File: src/rtl/set_controller.sv
`default_nettype none
// ============================================================================
// Module      : set_controller
// Description : Time/date setting controller. Synchronizes and debounces the
//               mode/up/down buttons, walks the item being edited
//               (ss, mm, hh, dd, mo, yyyy, then back to run), issues
//               single-cycle up/down adjust pulses, returns to run after an
//               idle timeout and drives a blink enable for the selected item.
//               Optional macro AUTO_REPEAT_EN adds hold-to-repeat on up/down.
// Revision    : 1.0 - initial release
// ============================================================================
module set_controller #(
    parameter int DEBOUNCE_CYCLES = 16,
    parameter int REPEAT_DELAY    = 64,
    parameter int REPEAT_PERIOD   = 16,
    parameter int TIMEOUT_CYCLES  = 1024,
    parameter int BLINK_HALF      = 32
) (
    input  logic       clk,
    input  logic       rst_n,
    input  logic       btn_mode,
    input  logic       btn_up,
    input  logic       btn_down,
    output logic [2:0] select_item,
    output logic       up,
    output logic       down,
    output logic       editing,
    output logic       blink
);

    localparam logic [15:0] C_DEBOUNCE   = 16'(DEBOUNCE_CYCLES);
    localparam logic [15:0] C_TIMEOUT_M1 = 16'(TIMEOUT_CYCLES - 1);
    localparam logic [15:0] C_BLINK_M1   = 16'(BLINK_HALF - 1);
    localparam logic [2:0]  C_ITEM_RUN   = 3'd7;
    localparam logic [2:0]  C_ITEM_LAST  = 3'd5;
    localparam int          C_MODE       = 0;
    localparam int          C_UP         = 1;
    localparam int          C_DOWN       = 2;

    typedef enum logic [0:0] {
        ST_RUN  = 1'b0,
        ST_EDIT = 1'b1
    } state_t;

    logic [2:0]  w_raw;
    logic [2:0]  r_sync1;
    logic [2:0]  r_sync2;
    logic [2:0]  r_deb;
    logic [2:0]  r_deb_q;
    logic [15:0] r_deb_cnt [3];
    logic [2:0]  w_rise;
    logic        w_both;
    logic        w_timeout;

    state_t      r_state;
    state_t      w_state_n;
    logic [2:0]  r_item;
    logic [2:0]  w_item_n;
    logic        r_up;
    logic        w_up_n;
    logic        r_down;
    logic        w_down_n;
    logic [15:0] r_idle;
    logic [15:0] w_idle_n;
    logic        r_blink;
    logic        w_blink_n;
    logic [15:0] r_bcnt;
    logic [15:0] w_bcnt_n;

`ifdef AUTO_REPEAT_EN
    localparam logic [15:0] C_REP_DELAY_M1  = 16'(REPEAT_DELAY - 1);
    localparam logic [15:0] C_REP_PERIOD_M1 = 16'(REPEAT_PERIOD - 1);

    logic        r_rep_act;
    logic        w_rep_act_n;
    logic        r_rep_first;
    logic        w_rep_first_n;
    logic        r_rep_dir;      // 0 = up, 1 = down
    logic        w_rep_dir_n;
    logic [15:0] r_rep_cnt;
    logic [15:0] w_rep_cnt_n;
    logic        w_rep_held;
`endif

    function automatic logic [15:0] sat_inc(input logic [15:0] v);
        return (v == 16'hFFFF) ? v : v + 16'd1;
    endfunction

    assign w_raw     = {btn_down, btn_up, btn_mode};
    assign w_rise    = r_deb & ~r_deb_q;
    assign w_both    = r_deb[C_UP] & r_deb[C_DOWN];
    assign w_timeout = (r_state == ST_EDIT) && (r_deb == 3'b000) && (r_idle >= C_TIMEOUT_M1);

    // Two-flop synchronizers and debouncers; the level flips on the sample
    // following DEBOUNCE_CYCLES stable ones, so the action lands
    // 2+DEBOUNCE_CYCLES+1 cycles after the raw edge is first sampled.
    always_ff @(posedge clk or negedge rst_n) begin
        if (!rst_n) begin
            r_sync1 <= '0;
            r_sync2 <= '0;
            r_deb   <= '0;
            r_deb_q <= '0;
            for (int i = 0; i < 3; i++) begin
                r_deb_cnt[i] <= '0;
            end
        end else begin
            r_sync1 <= w_raw;
            r_sync2 <= r_sync1;
            r_deb_q <= r_deb;
            for (int i = 0; i < 3; i++) begin
                if (r_sync2[i] != r_deb[i]) begin
                    if (r_deb_cnt[i] >= C_DEBOUNCE) begin
                        r_deb[i]     <= r_sync2[i];
                        r_deb_cnt[i] <= '0;
                    end else begin
                        r_deb_cnt[i] <= sat_inc(r_deb_cnt[i]);
                    end
                end else begin
                    r_deb_cnt[i] <= '0;
                end
            end
        end
    end

    // Controller state, registered pulses, idle and blink counters.
    always_ff @(posedge clk or negedge rst_n) begin
        if (!rst_n) begin
            r_state <= ST_RUN;
            r_item  <= C_ITEM_RUN;
            r_up    <= 1'b0;
            r_down  <= 1'b0;
            r_idle  <= '0;
            r_blink <= 1'b0;
            r_bcnt  <= '0;
        end else begin
            r_state <= w_state_n;
            r_item  <= w_item_n;
            r_up    <= w_up_n;
            r_down  <= w_down_n;
            r_idle  <= w_idle_n;
            r_blink <= w_blink_n;
            r_bcnt  <= w_bcnt_n;
        end
    end

`ifdef AUTO_REPEAT_EN
    // Auto-repeat tracking for the button that produced the last press pulse.
    always_ff @(posedge clk or negedge rst_n) begin
        if (!rst_n) begin
            r_rep_act   <= 1'b0;
            r_rep_first <= 1'b0;
            r_rep_dir   <= 1'b0;
            r_rep_cnt   <= '0;
        end else begin
            r_rep_act   <= w_rep_act_n;
            r_rep_first <= w_rep_first_n;
            r_rep_dir   <= w_rep_dir_n;
            r_rep_cnt   <= w_rep_cnt_n;
        end
    end

    assign w_rep_held = r_rep_dir ? r_deb[C_DOWN] : r_deb[C_UP];
`endif

    // Next-state logic: item stepping, adjust pulses, repeat, timeout, blink.
    always_comb begin
        w_state_n = r_state;
        w_item_n  = r_item;
        w_up_n    = 1'b0;
        w_down_n  = 1'b0;
        w_idle_n  = sat_inc(r_idle);
        w_blink_n = r_blink;
        w_bcnt_n  = sat_inc(r_bcnt);
`ifdef AUTO_REPEAT_EN
        w_rep_act_n   = r_rep_act;
        w_rep_first_n = r_rep_first;
        w_rep_dir_n   = r_rep_dir;
        w_rep_cnt_n   = sat_inc(r_rep_cnt);
`endif

        // Any held button (a press implies held) keeps the idle timer cleared.
        if (r_deb != 3'b000) begin
            w_idle_n = '0;
        end

        // Mode wins over a coincident up/down press; chording up+down is ignored.
        if (w_rise[C_MODE]) begin
            if (r_state == ST_RUN) begin
                w_state_n = ST_EDIT;
                w_item_n  = 3'd0;
            end else if (r_item == C_ITEM_LAST) begin
                w_state_n = ST_RUN;
                w_item_n  = C_ITEM_RUN;
            end else begin
                w_item_n = r_item + 3'd1;
            end
        end else if ((r_state == ST_EDIT) && !w_both) begin
            if (w_rise[C_UP]) begin
                w_up_n = 1'b1;
            end else if (w_rise[C_DOWN]) begin
                w_down_n = 1'b1;
            end
        end

`ifdef AUTO_REPEAT_EN
        // A fresh press arms the repeat; anything that disturbs the hold cancels it.
        if (w_up_n || w_down_n) begin
            w_rep_act_n   = 1'b1;
            w_rep_first_n = 1'b1;
            w_rep_dir_n   = w_down_n;
            w_rep_cnt_n   = '0;
        end else if (r_rep_act) begin
            if (w_rise[C_MODE] || w_both || !w_rep_held || (r_state != ST_EDIT)) begin
                w_rep_act_n = 1'b0;
                w_rep_cnt_n = '0;
            end else if (r_rep_cnt >= (r_rep_first ? C_REP_DELAY_M1 : C_REP_PERIOD_M1)) begin
                w_up_n        = ~r_rep_dir;
                w_down_n      = r_rep_dir;
                w_rep_first_n = 1'b0;
                w_rep_cnt_n   = '0;
            end
        end
`endif

        // Idle timeout drops back to run and discards any pending pulse.
        if (w_timeout) begin
            w_state_n = ST_RUN;
            w_item_n  = C_ITEM_RUN;
            w_up_n    = 1'b0;
            w_down_n  = 1'b0;
`ifdef AUTO_REPEAT_EN
            w_rep_act_n = 1'b0;
            w_rep_cnt_n = '0;
`endif
        end

        // Blink restarts visible on any item change or adjust pulse.
        if (w_state_n == ST_RUN) begin
            w_blink_n = 1'b0;
            w_bcnt_n  = '0;
        end else if ((w_item_n != r_item) || w_up_n || w_down_n) begin
            w_blink_n = 1'b1;
            w_bcnt_n  = '0;
        end else if (r_bcnt >= C_BLINK_M1) begin
            w_blink_n = ~r_blink;
            w_bcnt_n  = '0;
        end
    end

    assign select_item = r_item;
    assign up          = r_up;
    assign down        = r_down;
    assign editing     = (r_state == ST_EDIT);
    assign blink       = r_blink;

endmodule
`default_nettype wire

File: config.mk
export PLATFORM = sky130hd
export DESIGN_NAME = set_controller
export DESIGN_NICKNAME = d
export VERILOG_FILES = /design/src/rtl/set_controller.sv
export SDC_FILE = /design/constraint.sdc
export NUM_CORES = 1
export LEC_CHECK = 0
export BUFFER_PORTS_ARGS = -buffer_cell sky130_fd_sc_hd__buf_2
export CORE_ASPECT_RATIO = 2
export CORE_UTILIZATION = 38
export CTS_BUF_LIST = sky130_fd_sc_hd__clkbuf_16
export DETAILED_ROUTE_END_ITERATION = 6
export GPL_TIMING_DRIVEN = 0
export SLEW_MARGIN = 20
export SYNTH_ARGS = -nofsm -noshare
export SYNTH_HDL_FRONTEND = slang
export SYNTH_SLANG_ARGS = --single-unit
File: constraint.sdc
create_clock -name clk -period 2.1 [get_ports clk]
set_input_delay 0.21 -clock clk [delete_from_list [all_inputs] [get_ports clk]]
set_output_delay 0.21 -clock clk [all_outputs]
set_load 0.01 [all_outputs]
* After elaboration in Yosys (flattened, before gate mapping)
Index checks and enable logic that the tools add are counted.
W data, S select, Z words.
** Storage, ports and cells
- Flip-flop bits (word level) :: 99
- Input port bits :: 5
- Output and inout bits :: 7
- Logic and storage cells :: 93
** Cells by class
- $add $sub $neg :: 6
- Magnitude comparators :: 5
- Eq/ne operators :: 16
- Muxes and demuxes :: 35
- Bitwise gates (word level) :: 4
- Reductions and logical operators :: 11
** Operator list (count)
- $mux W16 :: 15
- $add A16 B1 Y16 const B :: 5
- $eq A16 B16 Y1 const B :: 5
- $ge A16 B5 Y1 const B :: 4
- $ge A16 B10 Y1 const B :: 1
- $mux W1 :: 16
- $mux W3 :: 4
- $ne A3 B3 Y1 const B :: 3
- $reduce_and A2 Y1 :: 3
- $ne A4 B2 Y1 const B :: 1
- $add A3 B1 Y3 const B :: 1
- $and A3 B3 Y3 :: 1
- $eq A3 B3 Y1 const B :: 1
- $logic_and A1 B1 Y1 :: 3
- $logic_not A3 Y1 :: 1
- $ne A1 B1 Y1 :: 3
- $ne A3 B1 Y1 const B :: 1
- $ne A3 B3 Y1 :: 1
- $not A3 Y3 :: 1
- $reduce_bool A3 Y1 :: 1
- $logic_or A1 B1 Y1 :: 2
- $ne A2 B1 Y1 const B :: 1
- $and A1 B1 Y1 :: 1
- $logic_not A1 Y1 :: 1
- $not A1 Y1 :: 1

* Logic depth before layout (Yosys ltp)
- Depth in word-level cells :: 10
- Gate-level depth with buffers :: 8
- Gate-level depth less buffers :: 6

* Least setup slack after synthesis
OpenSTA, ideal clock, no wires.
- Path type :: register to register
- Start :: reg r_deb[1]
- End :: reg r_bcnt[2]
- Setup time :: 0.130 ns
- Arrival :: 1.704 ns
- Required time :: 1.970 ns
- Setup slack :: 0.266 ns
- Cell stages (with the launch flop) :: 7
- Buffers on the path :: 1
- Period minus slack after synthesis :: 1.834 ns
- Cell sequence :: dfrtp_1 -> or3_1 -> buf_6 -> nor4_2 -> nor3_1 -> o2111ai_2 -> nor2_1
** On the way
- Cells in the longest elaborated chain, start to end :: 10
- Elaborated cells between the ends (all ways) :: 23
- Those cells by class :: eq/ne: 2; mux: 12; bitwise: 2; reduce/logical: 7
** Ends and longest elaborated chain
- start, declared :: line 48 : logic [2:0] r_deb;
- start signal, assigned by index :: line 113 : r_deb[i] <= r_sync2[i];
- $and A1 B1 Y1 :: line 91 : assign w_both = r_deb[C_UP] & r_deb[C_DOWN];
- $logic_not A1 Y1 :: line 197 : end else if ((r_state == ST_EDIT) && !w_both) begin
- $logic_and A1 B1 Y1 :: line 197
- $mux W1 :: line 197
- $mux W1 :: line 187 : if (w_rise[C_MODE]) begin
- $mux W1 :: line 226 : if (w_timeout) begin
- $logic_or A1 B1 Y1 (2 in a row) :: line 241 : end else if ((w_item_n != r_item) || w_up_n || w_down_n) begin
- $mux W16 :: line 241
- $mux W16 :: line 238 : if (w_state_n == ST_RUN) begin
- end signal, assigned :: line 142 : r_bcnt <= w_bcnt_n;
- end, declared :: line 67 : logic [15:0] r_bcnt;
Parallel ways exist; a longest one is shown, timed or not.
A chain may end at the register's enable or synchronous reset.

* Worst setup path in the final report
- Start :: reg r_idle[6]
- End :: reg r_idle[3]
** On the way
- Cells in the longest elaborated chain, start to end :: 2
** Ends and longest elaborated chain
- start, declared :: line 63 : logic [15:0] r_idle;
- start signal, assigned :: line 140 : r_idle <= w_idle_n;
- $eq A16 B16 Y1 :: line 86 : return (v == 16'hFFFF) ? v : v + 16'd1;
- $ne A2 B1 Y1 (no line)
No other way between the ends.

==> out/metrics.cfg <==
[yosys]
synth_top_area_share_pct = 61.7
syn_area_per_cell_um2 = 11.8
synth_cell_type_count = 39
synth_commonest_cells = 96 x dfrtp_1, 50 x nor2_1, 23 x nand4_1
ys_seq_elements = 99
synth-edff-count = 0
ys.flop_type = dfrtp_1
yosysTopAreaCell = dfrtp_1
yosysMostFrequentCell = dfrtp_1
ys_async_sr_fraction_pct = 100
syn_inst = 330
netlist_area_um2 = 3890
yosysSeqAreaShare_pct = 63.7
ys_warn_count = 0
synth_area_leaders = dfrtp_1 62%, nor2_1 4.8%, xor2_1 3.8%

[clock_tree]
clock_latency_ns = 0.34
htree_levels = 3
root_buffer = clkbuf_16
cts_buffers = 9
clock_sinks = 99
cts_tree = yes
cts_buffer_depth = 2
path_clk_slew_ns = 0.07

[flow_run]
max-cap-violations = 0

[worst_setup_path]
worstPathMaxFanout = 10
cp-end-kind = flip-flop
r2r-start = r_idle[6]
cp.required_ns = 2.32
worst-setup-path-type = reg -> reg
reg2reg_depth = 7
arrival_ns = 2.21
crit_start = r_idle[6]
cp-start-kind = flip-flop
reg2reg_slack_ns = 0.11
r2r_end = r_idle[3]

[placement]
hpwl_um = 4650
io_buffers = 11
placed_cells = 516
place_congestion = 0.788

[finish]
drive_above_1_share_pct = 11.4
syn_to_final_growth_pct = 19.4
antennaDiodeCount = 0
nets = 415
fin_cells = 537
n_fill_cell = 965
seq_area_um2 = 2480
multi_input_area_um2 = 1480
post-route-util_pct = 47.3

[status]
status = completed

[sta]
period_share_pct = 94.6
setup_violations = 0
period_minus_slack_ns = 1.99
tightest_slew_ns = 0.575
clock.fmax_mhz = 503
drv_slew = 0
hold_violations = 0
fin_worst_skew_ns = 0.00813
slew_headroom_pct = 61.3

[global_route]
grt_pass1_vias = 2565
grt_pass1_wl_um = 11200
grt-ovfl-total = 0
antenna_found_initial = 0
track_usage_pct = 13.8
grt_max_degree = 71

[floorplan]
die_h_um = 145
start_util_pct = 39.6
coreArea_um2 = 9830
die_area_um2 = 10700
rows = 51
ios = 12
die_x_um = 73.6

[routing]
first_pass_iters = 4
ant_nets = 0
drc_errors = 0
drt_wl_total_um = 6540
wire_per_inst_um = 12.2
num_vias = 2538
via_per_inst = 4.73
first_iter_violations = 92

[power_and_ir_drop]
ir_worst_vdd_v = 0.000508
power_leakage_nw = 2.01
power_density_nw_per_um2 = 886
total_power_w = 0.00412

[min_path]
hp-class = in -> async

==> through the flow <==
step	instance area, um2	TNS [ns]	worst slack, ns	hold WS (ns)
finish	4650	0	0.114	0.305
global route	4650	-0.154	-0.0366	0.327
CTS	4630	0	0.00502	0.309
detailed placement	4300	0	0.0173	0.109
global placement	4270	-9.09	-0.103	0.318
floorplan	4050	0	0.266	-0.0856
==> layout make-up <==
type	count	area share [%]
clock buffers	9	4.85
inverters	15	1.21
repair buffers	17	2.94
plain buffers	7	0.916
clock inverters	7	1.29
flip-flops and latches	99	53.4
well taps	132	3.56
multi-input cells	251	31.8
==> critical path, cell delays in order (launching register included) <==
cell	delay (ns)
dfrtp_1	0.41
nand4_1	0.27
or4_1	0.56
buf_2	0.17
buf_6	0.15
nand3_1	0.10
xor2_1	0.16
nor2_1	0.06
==> layout by cell type (no fill, tap or decap), types with 2 or more instances in the layout <==
cell type / netlist / layout
buf_2: 1 / 11
nand3_1: 20 / 20
inv_6: 0 / 3
nand2_1: 9 / 9
inv_1: 15 / 15
clkinvlp_4: 0 / 3
dlygate4sd3_1: 0 / 4
o21ai_0: 5 / 5
nand3_2: 2 / 2
xor2_1: 17 / 17
nor4_1: 18 / 18
and2_1: 2 / 2
buf_6: 2 / 3
nand4b_1: 2 / 2
or3_1: 2 / 2
mux2i_1: 3 / 3
ha_1: 10 / 10
mux2_2: 3 / 3
xnor2_1: 6 / 6
conb_1: 1 / 43
a31oi_1: 4 / 4
nor3_1: 4 / 4
nor2_1: 50 / 50
nand2b_1: 2 / 2
nor2b_1: 3 / 3
nand4_1: 23 / 23
or3b_2: 2 / 2
dfstp_2: 3 / 3
and3_1: 3 / 3
dfrtp_1: 96 / 96
clkbuf_16: 0 / 9
or4_1: 2 / 2
a21oi_1: 7 / 7
clkbuf_1: 4 / 4
==> metal layers <==
layer | wire length, um | vias up | global-route usage, %
met4 | 153 | 0 | 7.12
met1 | 2590 | 1252 | 14.6
met2 | 3630 | 21 | 24.2
li1 | - | 1257 | -
met5 | 0 | - | 0
met3 | 162 | 8 | 3.68
==> timing repair <==
action,CTS,global route
hold buffers,4,0
resized for setup,0,1
setup buffers,0,1
setup endpoints to repair,0,12
endpoints found under the hold margin,29,0
==> kinds of logic after synthesis <==
| group | after synthesis | share of synthesized area [%] |
|---|---|---|
| and+or+nand+nor | 147 | 19.8 |
| DFF | 99 | 63.7 |
| xor gates and xnor gates | 23 | 5.18 |
| AOI/OAI and AO/OA | 22 | 3.79 |
| buffers and inverters | 22 | 2.54 |
| adders and majority gates | 10 | 3.21 |
| muxes | 6 | 1.64 |
| other | 1 | 0.0963 |
==> registers in the layout, indices dropped and copies added (netlist names) <==
| register | count |
|---|---|
| r_deb | 3 |
| select_item | 3 |
| editing | 1 |
| down | 1 |
| up | 1 |
| r_idle | 16 |
| r_sync1 | 3 |
| r_sync2 | 3 |
| r_bcnt | 16 |
| r_deb_cnt | 48 |
| r_deb_q | 3 |
| blink | 1 |
==> power breakdown <==
group	internal, W	switching [W]	leakage, nW
logic	0.000172	0.000260	0.638
registers	0.00203	0.0000925	1.24
clock network	0.000824	0.000737	0.131
total	0.00303	0.00109	2.01
==> how the worst max path moves through the flow <==
stage	endpoint	slack [ns]
after floorplan	r_bcnt[2]	0.27
after global placement	r_deb_cnt[21]	-0.10
after detailed placement	r_bcnt[2]	0.02
after CTS	r_bcnt[3]	0.005
after global routing	r_bcnt[2]	-0.04
final	r_idle[3]	0.11
Power figures use the tool's default switching activity.
